`src/rtl/ram_req_ctrl_if.sv`:
```
// Request/response channel between a master and the ram_req_ctrl front end.
// Requests carry reads and writes; read data returns in order on the response side.
`timescale 1ns/1ps
interface ram_req_ctrl_if #(
    parameter int unsigned ADDR_W = 4,
    parameter int unsigned DATA_W = 8
) ();
    logic              req_valid;
    logic              req_ready;
    logic              req_we;
    logic [ADDR_W-1:0] req_addr;
    logic [DATA_W-1:0] req_wdata;
    logic              rsp_valid;
    logic              rsp_ready;
    logic [DATA_W-1:0] rsp_rdata;

    modport master (
        output req_valid, req_we, req_addr, req_wdata, rsp_ready,
        input  req_ready, rsp_valid, rsp_rdata
    );

    modport slave (
        input  req_valid, req_we, req_addr, req_wdata, rsp_ready,
        output req_ready, rsp_valid, rsp_rdata
    );
endinterface

```
`src/rtl/ram_req_ctrl.sv`:
```
// Request front end for a single-port synchronous RAM with an in-order 2-entry read buffer.
// Define RAM_REQ_CTRL_CLEAR_EN to zero-fill the RAM after reset before accepting requests.
`timescale 1ns/1ps
module ram_req_ctrl #(
    parameter int unsigned ADDR_W = 4,
    parameter int unsigned DATA_W = 8
) (
    input  logic              clk,
    input  logic              rst,
    ram_req_ctrl_if.slave     bus,
    output logic              busy,
    output logic              ram_we,
    output logic [ADDR_W-1:0] ram_addr,
    output logic [DATA_W-1:0] ram_din,
    input  logic [DATA_W-1:0] ram_dout
);
    localparam logic [0:0] StClear = 1'b0;
    localparam logic [0:0] StRun   = 1'b1;

    logic [0:0]        state_q;
    logic              run;
    logic              req_ready;
    logic              rsp_valid;
    logic              accept;
    logic              push;
    logic              pop;
    logic              inflight_q;
    logic [1:0]        count_q;
    logic [1:0]        count_d;
    logic [1:0]        credit;
    logic              wr_ptr_q;
    logic              rd_ptr_q;
    logic [DATA_W-1:0] buf_q [2];

`ifdef RAM_REQ_CTRL_CLEAR_EN
    logic [0:0]        state_d;
    logic [ADDR_W-1:0] clr_cnt_q;
    logic [ADDR_W-1:0] clr_cnt_d;

    always_comb begin
        state_d   = state_q;
        clr_cnt_d = clr_cnt_q;
        if (state_q == StClear) begin
            clr_cnt_d = clr_cnt_q + 1'b1;
            if (clr_cnt_q == {ADDR_W{1'b1}}) begin
                state_d = StRun;
            end
        end
    end

    always_ff @(posedge clk or posedge rst) begin
        if (rst) begin
            state_q   <= StClear;
            clr_cnt_q <= '0;
        end else begin
            state_q   <= state_d;
            clr_cnt_q <= clr_cnt_d;
        end
    end
`else
    assign state_q = StRun;
`endif

    assign run  = (state_q == StRun);
    assign busy = ~run;

    // Outstanding reads (buffered plus one in the RAM pipeline) may never exceed the buffer.
    assign credit    = count_q + {1'b0, inflight_q};
    assign req_ready = run && !rst && (credit < 2'd2);
    assign accept    = bus.req_valid && req_ready;
    assign rsp_valid = (count_q != 2'd0);
    assign push      = inflight_q;
    assign pop       = rsp_valid && bus.rsp_ready;

    assign bus.req_ready = req_ready;
    assign bus.rsp_valid = rsp_valid;
    assign bus.rsp_rdata = buf_q[rd_ptr_q];

    always_comb begin
        ram_we   = accept && bus.req_we;
        ram_addr = bus.req_addr;
        ram_din  = bus.req_wdata;
`ifdef RAM_REQ_CTRL_CLEAR_EN
        if (state_q == StClear) begin
            ram_we   = !rst;
            ram_addr = clr_cnt_q;
            ram_din  = '0;
        end
`endif
    end

    always_comb begin
        count_d = count_q;
        case ({push, pop})
            2'b10:   count_d = count_q + 2'd1;
            2'b01:   count_d = count_q - 2'd1;
            default: count_d = count_q;
        endcase
    end

    always_ff @(posedge clk or posedge rst) begin
        if (rst) begin
            inflight_q <= 1'b0;
            count_q    <= 2'd0;
            wr_ptr_q   <= 1'b0;
            rd_ptr_q   <= 1'b0;
            buf_q[0]   <= '0;
            buf_q[1]   <= '0;
        end else begin
            inflight_q <= accept && !bus.req_we;
            count_q    <= count_d;
            // RAM output registered on the accept edge is captured one edge later.
            if (push) begin
                buf_q[wr_ptr_q] <= ram_dout;
                wr_ptr_q        <= ~wr_ptr_q;
            end
            if (pop) begin
                rd_ptr_q <= ~rd_ptr_q;
            end
        end
    end

    a_no_overflow: assert property (@(posedge clk) disable iff (rst)
        !(push && !pop && count_q == 2'd2));
    a_no_underflow: assert property (@(posedge clk) disable iff (rst)
        !(pop && count_q == 2'd0));

endmodule
```
`src/flat_wrapper.sv`:
```
// flat-port wrapper written by rule: the top's interface ports become plain ports
module ram_req_ctrl_flat 
#(
    parameter int unsigned ADDR_W = 4,
    parameter int unsigned DATA_W = 8
)
  (clk, rst, busy, ram_we, ram_addr, ram_din, ram_dout, bus_req_valid, bus_req_we, bus_req_addr, bus_req_wdata, bus_rsp_ready, bus_req_ready, bus_rsp_valid, bus_rsp_rdata);
  ram_req_ctrl_if #(.ADDR_W(ADDR_W), .DATA_W(DATA_W)) bus_i ();
  input  logic clk;
  input  logic rst;
  output logic busy;
  output logic ram_we;
  output logic [ADDR_W-1:0] ram_addr;
  output logic [DATA_W-1:0] ram_din;
  input  logic [DATA_W-1:0] ram_dout;
  input wire logic [$bits(bus_i.req_valid)-1:0] bus_req_valid;
  input wire logic [$bits(bus_i.req_we)-1:0] bus_req_we;
  input wire logic [$bits(bus_i.req_addr)-1:0] bus_req_addr;
  input wire logic [$bits(bus_i.req_wdata)-1:0] bus_req_wdata;
  input wire logic [$bits(bus_i.rsp_ready)-1:0] bus_rsp_ready;
  output wire logic [$bits(bus_i.req_ready)-1:0] bus_req_ready;
  output wire logic [$bits(bus_i.rsp_valid)-1:0] bus_rsp_valid;
  output wire logic [$bits(bus_i.rsp_rdata)-1:0] bus_rsp_rdata;
  assign bus_i.req_valid = bus_req_valid;
  assign bus_i.req_we = bus_req_we;
  assign bus_i.req_addr = bus_req_addr;
  assign bus_i.req_wdata = bus_req_wdata;
  assign bus_i.rsp_ready = bus_rsp_ready;
  assign bus_req_ready = bus_i.req_ready;
  assign bus_rsp_valid = bus_i.rsp_valid;
  assign bus_rsp_rdata = bus_i.rsp_rdata;
  ram_req_ctrl #(.ADDR_W(ADDR_W), .DATA_W(DATA_W)) u_core (.clk(clk), .rst(rst), .bus(bus_i), .busy(busy), .ram_we(ram_we), .ram_addr(ram_addr), .ram_din(ram_din), .ram_dout(ram_dout));
endmodule
```
`config.mk`:
```
export PLATFORM = sky130hd
export DESIGN_NAME = ram_req_ctrl_flat
export DESIGN_NICKNAME = d
export VERILOG_FILES = /design/src/rtl/ram_req_ctrl_if.sv /design/src/rtl/ram_req_ctrl.sv /design/src/flat_wrapper.sv
export SDC_FILE = /design/constraint.sdc
export NUM_CORES = 1
export LEC_CHECK = 0
export BUFFER_PORTS_ARGS = -buffer_cell sky130_fd_sc_hd__buf_4
export CAP_MARGIN = 20
export CORE_MARGIN = 2
export CORE_UTILIZATION = 45
export CTS_BUF_LIST = sky130_fd_sc_hd__clkbuf_16
export DETAILED_ROUTE_END_ITERATION = 10
export PLACE_DENSITY = 0.88
export RECOVER_POWER = 25
export SLEW_MARGIN = 10
export SYNTH_ARGS = -nofsm -noshare
export SYNTH_HDL_FRONTEND = slang
export SYNTH_SLANG_ARGS = --single-unit
```
`constraint.sdc`:
```
create_clock -name clk -period 2 [get_ports clk]
set_input_delay 0.6 -clock clk [delete_from_list [all_inputs] [get_ports clk]]
set_output_delay 0.6 -clock clk [all_outputs]
set_load 0.005 [all_outputs]
```
# [Yosys cells after proc, flatten, opt, wreduce, memory -nomap -nowiden]
# Index checks and enable logic that the tools add are counted.
[op_classes] n_bitwise=4 n_lt_le_gt_ge=4 mux=7 add_sub_neg=3 n_eq_ne=2 reduce_logical=10
[ops] operator="$mux 8" n=4
[ops] operator="$bwmux 16" n=1
[ops] operator="$demux 8 s1" n=1
[ops] operator="$logic_and 1x1->1" n=6
[ops] operator="$ge 2x2->1 const B" n=2
[ops] operator="$not 1->2" n=2
[ops] operator="$pmux 2 s2" n=1
[ops] operator="$reduce_bool 2->1" n=2
[ops] operator="$add 2x1->2" n=1
[ops] operator="$add 2x1->2 const B" n=1
[ops] operator="$eq 2x1->1 const B" n=1
[ops] operator="$eq 2x2->1 const B" n=1
[ops] operator="$logic_not 1->1" n=2
[ops] operator="$lt 2x1->1 const B" n=1
[ops] operator="$lt 2x2->1 const B" n=1
[ops] operator="$not 1->1" n=2
[ops] operator="$sub 2x1->2 const B" n=1
[word_totals] inputBits=25 word_cells=36 register_bits=21 output_inout_bits=24

# [Longest topological paths before layout]
[logic_depth] depth_word=6 ltp_mapped=6 ltp_nobuf=6

# [Least setup slack after synthesis]
# Ideal clock, no wire load.
[synth_path] path_type="register to register" start="register u_core.count_q[1]" end="register u_core.count_q[1]" path_buffers=0 path_slack_ps=553 setup_ps=79 arrival_time_ps=1367 synth_period_minus_slack_ps=1447 path_stages_with_launch=6 t_required_ps=1921 path_cell_list="dfrtp_1 or2_1 and2_1 ha_1 nor2_1 xor2_1"
[synth_between] elab_chain_len=4 word_cells_on_any_way=8 cone_classes="add/sub: 2; eq/ne: 2; mux: 1; reduce/logical: 3"
[synth_lines] item="from (decl)" line_no="ram_req_ctrl.sv:28" source="logic [1:0] count_q;"
[synth_lines] item="from (signal assigned)" line_no="ram_req_ctrl.sv:111" source="count_q <= count_d;"
[synth_lines] item="$reduce_bool 2->1 *" line_no="ram_req_ctrl.sv:71" source="assign rsp_valid = (count_q != 2'd0);"
[synth_lines] item="named net bus_rsp_valid" line_no="flat_wrapper.sv:22" source="output wire logic [$bits(bus_i.rsp_valid)-1:0] bus_rsp_valid;"
[synth_lines] item="$logic_and 1x1->1 *" line_no="ram_req_ctrl.sv:73" source="assign pop = rsp_valid && bus.rsp_ready;"
[synth_lines] item="named net u_core.pop" line_no="ram_req_ctrl.sv:26" source="logic pop;"
[synth_lines] item="$eq 2x1->1 or $eq 2x2->1 (tied branches)" line_no="ram_req_ctrl.sv:94" source="case ({push, pop})"
[synth_lines] item="$pmux 2 s2 or $reduce_bool 2->1 (tied branches)"
# The timed path passes the listed nets; every way through them passes the cells marked *.
# A chain may end at the register's enable or synchronous reset.

# [Worst setup path after layout]
[layout_path] start="register u_core.inflight_q" end="output ram_we"
[layout_between] elab_chain_len=5
[layout_lines] item="from (decl)" line_no="ram_req_ctrl.sv:27" source="logic inflight_q;"
[layout_lines] item="from (signal assigned)" line_no="ram_req_ctrl.sv:110" source="inflight_q <= accept && !bus.req_we;"
[layout_lines] item="$add 2x1->2" line_no="ram_req_ctrl.sv:68" source="assign credit = count_q + {1'b0, inflight_q};"
[layout_lines] item="$lt 2x2->1" line_no="ram_req_ctrl.sv:69" source="assign req_ready = run && !rst && (credit < 2'd2);"
[layout_lines] item="$logic_and 1x1->1" line_no="ram_req_ctrl.sv:69"
[layout_lines] item="$logic_and 1x1->1" line_no="ram_req_ctrl.sv:70" source="assign accept = bus.req_valid && req_ready;"
[layout_lines] item="$logic_and 1x1->1" line_no="ram_req_ctrl.sv:80" source="ram_we = accept && bus.req_we;"
[layout_lines] item="to (decl)" line_no="flat_wrapper.sv:12" source="output logic ram_we;"
# Every way passes these cells.

==> flow_metrics.py <==
metrics = {
    "outcome": {
        "status": "complete, no violations",
    },
    "critical_path": {
        "critPathKind": "flip-flop to primary output",
        "path_cells": "nand2_1 -> xnor2_1 -> nor3_1 -> buf_4",
        "worstPathArrival_ps": 1250,
        "slowest_stage": "dfrtp_1",
        "rr_startpoint": "u_core.count_q[0]",
        "crit_buf_inv": 1,
        "endpoint_kind": "primary output",
        "critPathTopFamily": "flip-flops",
        "startpoint": "u_core.inflight_q",
        "reg2reg_setup_slack_ps": 470,
        "cp_max_fo": 5,
        "cp.required_ps": 1400,
        "slowest_delay_ps": 420,
        "r2r-end": "u_core.count_q[1]",
        "reg2reg_depth": 5,
        "startpoint_type": "flip-flop",
    },
    "cells_and_area": {
        "antenna_cells": 0,
        "fin_nets": 119,
        "layout-drive-gt1-share_pct": 55.4,
        "syn2layout_area_growth_pct": 15.8,
        "final_area_sq_mm": 0.00124,
    },
    "global_routing": {
        "grt_pass1_wl_um": 2820,
        "use_met1_pct": 17.6,
        "first_global_vias": 648,
        "met3_usage_pct": 3.43,
        "grtUsageMet2_pct": 22.7,
        "grt_antenna_before_repair": 0,
        "grt_max_degree": 22,
        "grt_overflow_total": 0,
        "top_usage_layer": "met2",
        "grtUsageTotal_pct": 13.9,
    },
    "timing": {
        "holdWs_ps": 481,
        "finalSetupViolations": 0,
        "finalHoldViolCount": 0,
        "period_share_pct": 92.6,
        "fin_tns_setup_ps": 0,
        "max_freq_mhz": 540,
        "final_max_slew_viol_count": 0,
        "grt_setup_unrepaired": "no",
        "worstMarginPinSlew_ps": 769,
        "fin_skew_ps": 3.95,
        "final.min_clock_period_ps": 1850,
        "maxSlewHeadroom_pct": 48.7,
    },
    "detailed_routing": {
        "wl_um": 1710,
        "vias": 578,
        "antenna_left": 0,
        "viasPerCell": 4.82,
        "drt_iter0_drc": 7,
        "wl_per_cell_um": 14.3,
        "firstDrtPassIters": 4,
        "drc": 0,
    },
    "clock_network": {
        "cts.clk_slew.worst_paths_ps": 50,
        "clkLatencyLatePin_ps": 250,
        "htreeDepth": 1,
        "cts_root_buf": "clkbuf_16",
        "hold_buffers": 0,
        "numCtsBuffers": 3,
        "clkSinkCount": 21,
        "cts_tree": "yes",
        "clockBufferDepth": 2,
        "post_cts_buffers": 0,
    },
    "min_path": {
        "hold_class": "flip-flop to flip-flop",
        "worstHoldPathCells": 1,
        "holdCritStartpoint": "u_core.wr_ptr_q",
        "min_to": "u_core.wr_ptr_q",
    },
    "placed_design": {
        "globalplace.congestion": 0.680,
        "numPortBuffers": 23,
        "placed_cell_area_sq_mm": 0.00116,
        "dp_hpwl_um": 1280,
    },
    "synth": {
        "ys_seq_area_share_pct": 49.1,
        "synth-async-reset-ratio_pct": 100,
        "yosysTopAreaCellShare_pct": 49.1,
        "synth_area_leaders": "dfrtp_1 (49%), mux2_2 (17%), mux2_4 (11%), buf_4 (9.1%), xnor2_1 (2.5%)",
        "synth_top_area_cell": "dfrtp_1",
        "synth_nets": 106,
        "synthFlopType": "dfrtp_1",
        "syn_area_per_cell_sq_um": 13.4,
        "synth_most_common_cell": "dfrtp_1",
        "yosysWarnings": 0,
        "yosys_register_bits": 21,
        "synth.distinct_cells": 19,
        "synth_edf_count": 0,
        "syn_inst": 80,
        "syn_area_sq_mm": 0.00107,
        "synth_common_cells": "dfrtp_1 (21), mux2_2 (16), buf_4 (13)",
    },
    "die": {
        "row_count": 17,
        "dieArea_sq_mm": 0.00278,
        "chipWidth_um": 52.8,
        "boundaryPins": 49,
        "fp.coreArea_sq_mm": 0.00223,
        "fp.dieH_um": 52.8,
        "initial_core_util_pct": 47.9,
    },
    "power_and_ir_drop": {
        "peakVddDrop_mv": 0.809,
        "p_leak_nw": 0.589,
        "p_per_area_mw_per_mm2": 1590,
    },
    "job": {
        "maxCapViolations": 0,
    },
}
==> what timing repair did <==
item	CTS	global route
hold endpoints to repair	0	0
resized for setup	0	1
endpoints found under the setup margin	0	1
==> registers in the layout (all words and copies together), names as in the netlist <==
| name | count |
|---|---|
| u_core.inflight_q | 1 |
| u_core.rd_ptr_q | 1 |
| u_core.wr_ptr_q | 1 |
| u_core.buf_q | 16 |
| u_core.count_q | 2 |
==> power breakdown <==
group | leakage [nW] | internal [mW] | switching [mW] | total [mW]
Clock | 0.0409 | 0.268 | 0.142 | 0.410
Combinational | 0.302 | 0.539 | 0.228 | 0.767
Sequential | 0.246 | 0.640 | 0.157 | 0.797
Total | 0.589 | 1.45 | 0.527 | 1.97
==> cell type report <==
class,instances,area (sq um)
Timing Repair Buffer,23,169
Sequential cell,21,527
Multi-Input combinational cell,42,420
Fill cell,187,995
Clock inverter,1,5.00
Clock buffer,3,75.1
Inverter,2,7.51
Tap cell,28,35.0
==> layout by cell type (no fill, tap or decap), drive strengths merged <==
cell | synthesis | final
nor4b | 1 | 1
nor2 | 2 | 2
dfrtp | 21 | 21
xor2 | 3 | 3
and2 | 1 | 1
mux2 | 24 | 24
clkbuf | 0 | 4
xnor2 | 3 | 3
buf | 15 | 22
nand2 | 3 | 3
ha | 1 | 1
or2 | 1 | 1
conb | 1 | 1
inv | 2 | 2
nand2b | 1 | 1
clkinv | 0 | 1
nor3 | 1 | 1
==> worst register-to-register path: stages (launching register included) <==
cell and delay [ps]:
dfrtp_1 420, or2_0 240, and2_1 200, ha_1 300, nor2_1 130, xor2_1 150
==> through the flow <==
step,power (mW),worst slack [ps],util (%),instances
after floorplan,1.28,553,-,80
after global placement,1.55,316,52.1,116
after detailed placement,1.58,301,52.1,116
after CTS,2.00,27.6,55.7,120
after global routing,2.10,24.6,55.5,120
final,1.97,149,55.5,120
==> metal layers <==
metal,vias to the layer above,wire (um),part of all wire [%]
li1,277,-,-
met1,273,756,44
met2,26,818,48
met3,2,125,7.3
met4,0,14,0.82
met5,-,0,0
==> kinds of logic (layout without fill, tap and decap cells) <==
| group | Yosys count | in the layout | synth area share, % |
|---|---|---|---|
| DFF | 21 | 21 | 49.1 |
| buffers and inverters | 17 | 29 | 11.3 |
| xor gates and xnor gates | 6 | 6 | 4.91 |
| other | 1 | 1 | 0.351 |
| and+or+nand+nor | 10 | 10 | 5.03 |
| muxes | 24 | 24 | 28.1 |
| adders and majority gates | 1 | 1 | 1.17 |
==> worst max path at each step <==
stage,end,slack [ps],cells after the start
after floorplan,u_core.count_q[1],550,5
after global placement,bus_rsp_rdata[5],320,2
after detailed placement,bus_rsp_rdata[5],300,2
after CTS,bus_rsp_rdata[5],30,2
after global routing,ram_we,20,4
final,ram_we,150,4
(Power assumes the default switching activity.)
